--- src/rtl/i2c_apb_pkg.sv ---
// Shared definitions for the APB-side master of the I2C controller:
// FSM encoding and the register map of the attached I2C core.
package i2c_apb_pkg;

   typedef enum logic [1:0] {
      ST_IDLE   = 2'd0,
      ST_SETUP  = 2'd1,
      ST_ACCESS = 2'd2
   } apb_state_e;

   localparam logic [7:0] ADDR_PRESCALER  = 8'h00;
   localparam logic [7:0] ADDR_CMD        = 8'h01;
   localparam logic [7:0] ADDR_TRANSMIT   = 8'h02;
   localparam logic [7:0] ADDR_RECEIVE    = 8'h03;
   localparam logic [7:0] ADDR_ADDRESS_RW = 8'h04;
   localparam logic [7:0] ADDR_STATUS     = 8'h05;

endpackage

--- src/rtl/i2c_apb_master.sv ---
// Single-outstanding APB master: turns one host command into one APB transfer,
// with a wait-state timeout that reports an error instead of hanging.
//
// state  | meaning
// IDLE   | bus idle, ready for a host command once the response pulse is gone
// SETUP  | psel high, address/data presented, one cycle only
// ACCESS | penable high, waiting for pready or the wait-state timeout
module i2c_apb_master
   import i2c_apb_pkg::*;
#(
   parameter int TIMEOUT = 16
) (
   input  logic       pclk_i,
   input  logic       preset_i,
   input  logic       cmd_valid_i,
   output logic       cmd_ready_o,
   input  logic       cmd_write_i,
   input  logic [7:0] cmd_addr_i,
   input  logic [7:0] cmd_wdata_i,
   output logic       rsp_valid_o,
   output logic [7:0] rsp_rdata_o,
   output logic       rsp_error_o,
   output logic       psel_o,
   output logic       penable_o,
   output logic       pwrite_o,
   output logic [7:0] paddr_o,
   output logic [7:0] pwdata_o,
   input  logic [7:0] prdata_i,
   input  logic       pready_i
);

   localparam logic [7:0] WAIT_LAST = 8'(TIMEOUT - 1);

   apb_state_e state_q, state_d;
   logic       cmd_ready_q, cmd_ready_d;
   logic       rsp_valid_q, rsp_valid_d;
   logic       rsp_error_q, rsp_error_d;
   logic [7:0] rsp_rdata_q, rsp_rdata_d;
   logic       psel_q, psel_d;
   logic       penable_q, penable_d;
   logic       pwrite_q, pwrite_d;
   logic [7:0] paddr_q, paddr_d;
   logic [7:0] pwdata_q, pwdata_d;
   logic [7:0] wait_cnt_q, wait_cnt_d;

   always_comb begin
      state_d     = state_q;
      psel_d      = psel_q;
      penable_d   = penable_q;
      pwrite_d    = pwrite_q;
      paddr_d     = paddr_q;
      pwdata_d    = pwdata_q;
      rsp_valid_d = 1'b0;
      rsp_error_d = 1'b0;
      rsp_rdata_d = rsp_rdata_q;
      wait_cnt_d  = wait_cnt_q;

      case (state_q)
         ST_IDLE: begin
            psel_d    = 1'b0;
            penable_d = 1'b0;
            if (cmd_valid_i && cmd_ready_q) begin
               state_d    = ST_SETUP;
               psel_d     = 1'b1;
               pwrite_d   = cmd_write_i;
               paddr_d    = cmd_addr_i;
               pwdata_d   = cmd_wdata_i;
               wait_cnt_d = 8'd0;
            end
         end
         ST_SETUP: begin
            state_d   = ST_ACCESS;
            penable_d = 1'b1;
         end
         ST_ACCESS: begin
            // pready wins over the timeout when both land on the same cycle
            if (pready_i) begin
               state_d     = ST_IDLE;
               psel_d      = 1'b0;
               penable_d   = 1'b0;
               rsp_valid_d = 1'b1;
               rsp_rdata_d = pwrite_q ? 8'h00 : prdata_i;
            end else if (wait_cnt_q == WAIT_LAST) begin
               state_d     = ST_IDLE;
               psel_d      = 1'b0;
               penable_d   = 1'b0;
               rsp_valid_d = 1'b1;
               rsp_error_d = 1'b1;
               rsp_rdata_d = 8'h00;
            end else begin
               wait_cnt_d = wait_cnt_q + 8'd1;
            end
         end
         default: begin
            state_d   = ST_IDLE;
            psel_d    = 1'b0;
            penable_d = 1'b0;
         end
      endcase

      // The response cycle is itself idle on APB, so the next transfer is
      // always separated by at least one psel-low cycle.
      cmd_ready_d = (state_d == ST_IDLE) && !rsp_valid_d;
   end

   always_ff @(posedge pclk_i) begin
      if (preset_i) begin
         state_q     <= ST_IDLE;
         cmd_ready_q <= 1'b0;
         rsp_valid_q <= 1'b0;
         rsp_error_q <= 1'b0;
         rsp_rdata_q <= 8'h00;
         psel_q      <= 1'b0;
         penable_q   <= 1'b0;
         pwrite_q    <= 1'b0;
         paddr_q     <= 8'h00;
         pwdata_q    <= 8'h00;
         wait_cnt_q  <= 8'd0;
      end else begin
         state_q     <= state_d;
         cmd_ready_q <= cmd_ready_d;
         rsp_valid_q <= rsp_valid_d;
         rsp_error_q <= rsp_error_d;
         rsp_rdata_q <= rsp_rdata_d;
         psel_q      <= psel_d;
         penable_q   <= penable_d;
         pwrite_q    <= pwrite_d;
         paddr_q     <= paddr_d;
         pwdata_q    <= pwdata_d;
         wait_cnt_q  <= wait_cnt_d;
      end
   end

   assign cmd_ready_o = cmd_ready_q;
   assign rsp_valid_o = rsp_valid_q;
   assign rsp_error_o = rsp_error_q;
   assign rsp_rdata_o = rsp_rdata_q;
   assign psel_o      = psel_q;
   assign penable_o   = penable_q;
   assign pwrite_o    = pwrite_q;
   assign paddr_o     = paddr_q;
   assign pwdata_o    = pwdata_q;

endmodule
--- config.mk ---
export PLATFORM = sky130hd
export DESIGN_NAME = i2c_apb_master
export DESIGN_NICKNAME = d
export VERILOG_FILES = /design/src/rtl/i2c_apb_pkg.sv /design/src/rtl/i2c_apb_master.sv
export SDC_FILE = /design/constraint.sdc
export NUM_CORES = 1
export LEC_CHECK = 0
export CAP_MARGIN = 25
export CORE_ASPECT_RATIO = 1.4
export CORE_MARGIN = 4
export CORE_UTILIZATION = 46
export CTS_CLUSTER_DIAMETER = 40
export DETAILED_ROUTE_END_ITERATION = 6
export PLACE_DENSITY = 0.81
export SYNTH_ARGS = -nofsm -noshare
export SYNTH_HDL_FRONTEND = slang
export SYNTH_SLANG_ARGS = --single-unit
--- constraint.sdc ---
create_clock -name pclk_i -period 3.5 [get_ports pclk_i]
set_input_delay 0.525 -clock pclk_i [delete_from_list [all_inputs] [get_ports pclk_i]]
set_output_delay 0.525 -clock pclk_i [all_outputs]
set_load 0.02 [all_outputs]
==> run_results.csv, run 1 <==
group,metric,value,unit
critical_path,critical_path.startpoint_type,"input port",
grt,antenna_found_initial,0,
floorplanning,die_y,76.33,um
synthesis,synth_seq_cells,40,
place,io_buffers,58,
power_and_ir_drop,finalPower,0.8899,mW
clocking,ctsHoldBuffers,0,
place,dp_hpwl,2.971,mm
detailed_routing,drcViolationCount,0,
detailed_routing,wl_per_cell,14.71,um
run_status,status,"completed",
floorplanning,start_util,0.4865,
grt,grt_max_degree,23,
timing,finalMaxSlewViolations,0,
floorplanning,num_rows,24,
hold_path,hold_path.class,"flop to flop",
finish,final_core_util,0.7091,
detailed_routing,routed_wl,3.913,mm
timing,final-setup-viol-count,0,
synthesis,synth_fp_nets,197,
clocking,clkLatencyLatePin,290,ps
detailed_routing,avgViaCountPerCell,5.308,
hold_path,hold_path_depth,2,
timing,max_freq,521.0,MHz
critical_path,crit_fanout,19,
finish,n_antenna_cell,0,
synthesis,syn_area,1534,um2
timing,min_period_over_period,0.5484,
synthesis,syn-mean-instance-area,9.185,um2
clocking,cts_buffer_depth,2,
clocking,htree_levels,2,
synthesis,synth_flop_cell,"dfxtp_1",
power_and_ir_drop,powerDensity,398.0,nW/um2
detailed_routing,drt_iter0_drc,37,
clocking,post_cts_buffers,0,
detailed_routing,firstDrtPassIters,5,
finish,drive_above_1_share,0.07048,
clocking,tritoncts,"done",
timing,rsz0062_at_grt,"no",
synthesis,seq_area_frac_synth,0.5220,
critical_path,worst_setup_path_end_kind,"flop",
clocking,clockRootBuffer,"clkbuf_8",
critical_path,r2r.worst_path.cells,5,
place,gp_congestion,0.7354,
timing,setup_slack,1581,ps
clocking,clk_pin_slew,70,ps
synthesis,yosysUniqueCellTypes,32,
flow_run,cap_violations,0,
place,place_ws,1168,ps
detailed_routing,vias,1412,
timing,finalHoldViolCount,0,
grt,grt_pass1_vias,1461,
clocking,cts_resized,0,
finish,synthToLayoutAreaGrowth,45.76,%
clocking,cts_buffers,5,
synthesis,ys_warn_count,0,
grt,grt-ovfl-total,0,
floorplanning,core_area,3153,um2
finish,nNetsFinal,257,
detailed_routing,ant_nets,0,
power_and_ir_drop,leakagePower,0.7788,nW
power_and_ir_drop,max-vdd-ir-drop,0.0003082,V
timing,min_period,1919,ps
floorplanning,die_x,56.81,um
floorplanning,fp.dieArea,4336,um2
synthesis,async_flop_share,0,
grt,grt_usage,0.1909,
critical_path,path_class,"input port to flop",
timing,maxSlewHeadroom,0.6829,
synthesis,synth_edf_count,0,
timing,tightestPinTransition,473.7,ps
synthesis,syn_inst,167,
floorplanning,ios,59,
grt,grt_pass1_wl,6.541,mm
timing,finClkSkew,2.838,ps
critical_path,worstPathRequired,3730,ps
timing,fin_setup_tns,0,ps
clocking,cts_sinks,40,
critical_path,cp.arrival,2150,ps
Yosys cell counts (3+ instances only):
| cell | count | area share |
|---|---|---|
| dfxtp_1 | 40 | 0.52 |
| buf_2 | 3 | 0.0098 |
| a22o_1 | 8 | 0.046 |
| a21oi_1 | 22 | 0.072 |
| nor2_1 | 10 | 0.024 |
| nand2_1 | 41 | 0.10 |
| or3_1 | 3 | 0.012 |
| xnor2_1 | 3 | 0.017 |
| nand2b_1 | 4 | 0.016 |
| clkbuf_1 | 5 | 0.012 |
final timing paths:
check                start             end  slack [ps]
max               preset_i  rsp_rdata_o[5]        1580
min            pwdata_o[0]     pwdata_o[0]         460
max reg2reg  wait_cnt_q[0]   wait_cnt_q[0]        1830
min reg2reg    pwdata_o[0]     pwdata_o[0]         460
report_power, final:
part,switching (mW),internal [mW]
clock,0.149,0.135
combinational,0.0600,0.0661
sequential,0.00979,0.470
total,0.219,0.671
cell type report:
type / count / area [um2]
clock buffer: 6 / 72.57
sequential: 40 / 800.8
inverter: 1 / 3.754
timing repair buffer: 61 / 609.3
clock inverter: 1 / 5.005
fill: 263 / 917.1
tap: 39 / 48.80
multi-input combinational: 118 / 695.7
flip-flops by register name, indices dropped and copies added (netlist names):
signal,count
paddr_o,8
cmd_ready_o,1
wait_cnt_q,8
rsp_valid_o,1
pwdata_o,8
psel_o,1
state_q,2
pwrite_o,1
penable_o,1
rsp_rdata_o,8
rsp_error_o,1
kinds of logic after synthesis:
family | count (synthesis) | share of synthesized area
DFF | 40 | 0.5220
muxes | 1 | 0.007340
buffers and inverters | 9 | 0.02447
xor gates and xnor gates | 3 | 0.01713
and+or+nand+nor | 74 | 0.2488
AOI/OAI and AO/OA | 39 | 0.1721
adders and majority gates | 1 | 0.008155
worst max-delay path, cell delays in order:
cell	delay (ps)
clkdlybuf4s50_1	590
buf_4	300
nor4b_4	490
a22o_1	240
placed cells by master, fill, tap and decap left out, drive strengths merged, types with 3 or more instances in the layout:
cell type      count
nand2b             4
clkbuf             7
nor2              10
or3                3
xnor2              3
clkdlybuf4s50     58
nand2             41
dfxtp             40
a22o               8
a21oi             23
nor3               3
through the flow:
stage               instances  instance area, um2  hold slack, ps
finish                    266                2236           459.1
global route              266                2236           487.4
CTS                       265                2222           464.4
detailed placement        258                2145           453.5
global placement          258                2145           443.1
floorplan                 167                1534           478.2
layer usage:
layer  vias up  wire length, um  GRT usage
met2        50             2083     0.3287
met5         -                0          0
met4         0               88    0.07657
met3        10              304    0.07966
li1        693                -          -
met1       659             1436     0.2021
Power figures use the tool's default switching activity.
==> run 2: changes to the inputs <==
--- a/config.mk
+++ b/config.mk
@@ -8,10 +8,10 @@
 export CAP_MARGIN = 25
 export CORE_ASPECT_RATIO = 1.4
 export CORE_MARGIN = 4
-export CORE_UTILIZATION = 46
+export CORE_UTILIZATION = 43
 export CTS_CLUSTER_DIAMETER = 40
 export DETAILED_ROUTE_END_ITERATION = 6
-export PLACE_DENSITY = 0.81
+export PLACE_DENSITY = 0.77
 export SYNTH_ARGS = -nofsm -noshare
 export SYNTH_HDL_FRONTEND = slang
 export SYNTH_SLANG_ARGS = --single-unit
==> constraint.sdc (replaced) <==
create_clock -name pclk_i -period 1.8 [get_ports pclk_i]
set_input_delay 0.27 -clock pclk_i [delete_from_list [all_inputs] [get_ports pclk_i]]
set_output_delay 0.27 -clock pclk_i [all_outputs]
set_load 0.02 [all_outputs]
==> run 2 against run 1 <==
  * Clock-buffer cell count rose by 1
  * Sequential power increased by 94%
  * Wire length fell by 3.0%
  * Non-clock buffer count increased by 4
  * First-iteration DRC count down 16%
  * Core utilization down 3.8 points
  * Design area grew 2.4%
  * Register-to-register slack got worse by 1700 ps
==> run_results.csv, run 2 (same netlist as run 1, synthesis figures left out) <==
group,metric,value,unit
finish,n_antenna_cell,0,
detailed_routing,routed_wl,3.795,mm
critical_path,worst_setup_path_end_kind,"flop",
detailed_routing,firstDrtPassIters,4,
clocking,cts_buffers,5,
place,dp_hpwl,2.869,mm
finish,seqCellArea,800.8,um2
finish,final_cell_mix,"clkdlybuf4s50_1, nand2_1, dfxtp_1",
grt,grt_pass1_vias,1454,
clocking,htree_levels,2,
clocking,post_cts_buffers,0,
critical_path,path_class,"flop to flop",
place,gp_congestion,0.7492,
timing,min_period_over_period,0.9111,
hold_path,hold_start,"pwdata_o[0]",
clocking,clk_pin_slew,80,ps
critical_path,cp.arrival,1860,ps
clocking,clkLatencyLatePin,290,ps
flow_run,cap_violations,0,
timing,tightestPinTransition,493.6,ps
finish,drive_above_1_share,0.09052,
power_and_ir_drop,powerDensity,787.5,nW/um2
timing,finClkSkew,4.156,ps
hold_path,hold_path.class,"flop to flop",
timing,max_freq,609.8,MHz
timing,fin_setup_tns,0,ps
critical_path,r2r_setup_slack,160,ps
detailed_routing,ant_nets,0,
critical_path,crit_fanout,6,
floorplanning,fp.dieArea,4601,um2
grt,grt_usage,0.1743,
detailed_routing,drt_iter0_drc,31,
timing,final-setup-viol-count,0,
power_and_ir_drop,leakagePower,0.8032,nW
finish,nNetsFinal,261,
critical_path,r2r.worst_path.cells,5,
grt,grt_pass1_wl,6.244,mm
detailed_routing,avgViaCountPerCell,5.140,
timing,rsz0062_at_grt,"no",
timing,finalHoldViolCount,0,
finish,nFillCells,281,
hold_path,hold_path_depth,2,
floorplanning,start_util,0.4499,
run_status,status,"completed",
timing,maxSlewHeadroom,0.6696,
detailed_routing,drcViolationCount,0,
finish,multi_input_area,695.7,um2
finish,mostFrequentLayoutCell,"clkdlybuf4s50_1",
clocking,tritoncts,"done",
clocking,cts_buffer_depth,2,
clocking,cts_resized,0,
critical_path,worstPathRequired,2020,ps
place,io_buffers,58,
grt,grt-ovfl-total,0,
grt,grt_max_degree,19,
clocking,ctsHoldBuffers,0,
floorplanning,core_area,3410,um2
floorplanning,num_rows,25,
detailed_routing,vias,1398,
floorplanning,die_x,58.48,um
hold_path,min_to,"pwdata_o[0]",
floorplanning,ios,59,
grt,antenna_found_initial,0,
timing,whs,454.8,ps
power_and_ir_drop,max-vdd-ir-drop,0.0007301,V
clocking,cts_sinks,40,
critical_path,r2r_end,"wait_cnt_q[0]",
timing,min_period,1640,ps
clocking,clockRootBuffer,"clkbuf_8",
floorplanning,die_y,78.67,um
timing,finalMaxSlewViolations,0,
detailed_routing,wl_per_cell,13.95,um
critical_path,critical_path.startpoint_type,"flop",
finish,synthToLayoutAreaGrowth,49.27,%
critical_path,r2r-start,"wait_cnt_q[0]",
## run 2: changes by cell type in the layout (fill, tap and decap cells not counted)
cell / before / now
buf_4: 2 / 6
buf_12: 0 / 1
clkinv_2: 1 / 0
clkinvlp_4: 0 / 1
## run 2: cell type report
cell class | count | area share
Tap cell | 40 | 0.02186
Sequential cell | 40 | 0.3497
Timing Repair Buffer | 65 | 0.2820
Clock inverter | 1 | 0.003279
Inverter | 1 | 0.001639
Multi-Input combinational cell | 118 | 0.3038
Clock buffer | 7 | 0.03770
## run 2: stage by stage
step | total power, mW | cells | instance area, um2 | util | worst slack [ps]
floorplan | 1.057 | 167 | 1534 | - | 215.9
global placement | 1.200 | 264 | 2196 | 0.6440 | 140.1
detailed placement | 1.207 | 264 | 2196 | 0.6440 | 93.20
CTS | 1.821 | 272 | 2290 | 0.6716 | 163.0
global route | 1.875 | 272 | 2290 | 0.6716 | 84.07
finish | 1.803 | 272 | 2290 | 0.6716 | 160.0
## run 2: metal layers
layer / GRT usage / up-vias / part of all wire
li1: - / 701 / -
met1: 0.1697 / 643 / 0.38
met2: 0.3188 / 48 / 0.52
met3: 0.07566 / 6 / 0.090
met4: 0.05568 / 0 / 0.013
met5: 0 / - / 0
## run 2: how the worst max path moves through the flow
stage / startpoint / to
floorplan: wait_cnt_q[0] / wait_cnt_q[0]
global placement: pready_i / wait_cnt_q[7]
detailed placement: pready_i / wait_cnt_q[6]
CTS: wait_cnt_q[0] / wait_cnt_q[0]
global route: wait_cnt_q[0] / rsp_rdata_o[2]
finish: wait_cnt_q[0] / wait_cnt_q[0]
## run 2: critical path: stages (launching register included)
cell and delay, ps:
dfxtp_1 340, ha_1 230, and3_1 270, a211oi_2 300, mux2_1 350, nor2_1 90
## run 2: power by group
part	switching (mW)	total, mW	internal, mW	leakage (nW)
clock network	0.306	0.617	0.311	0.0445
registers	0.0182	0.931	0.913	0.324
logic	0.118	0.255	0.136	0.434
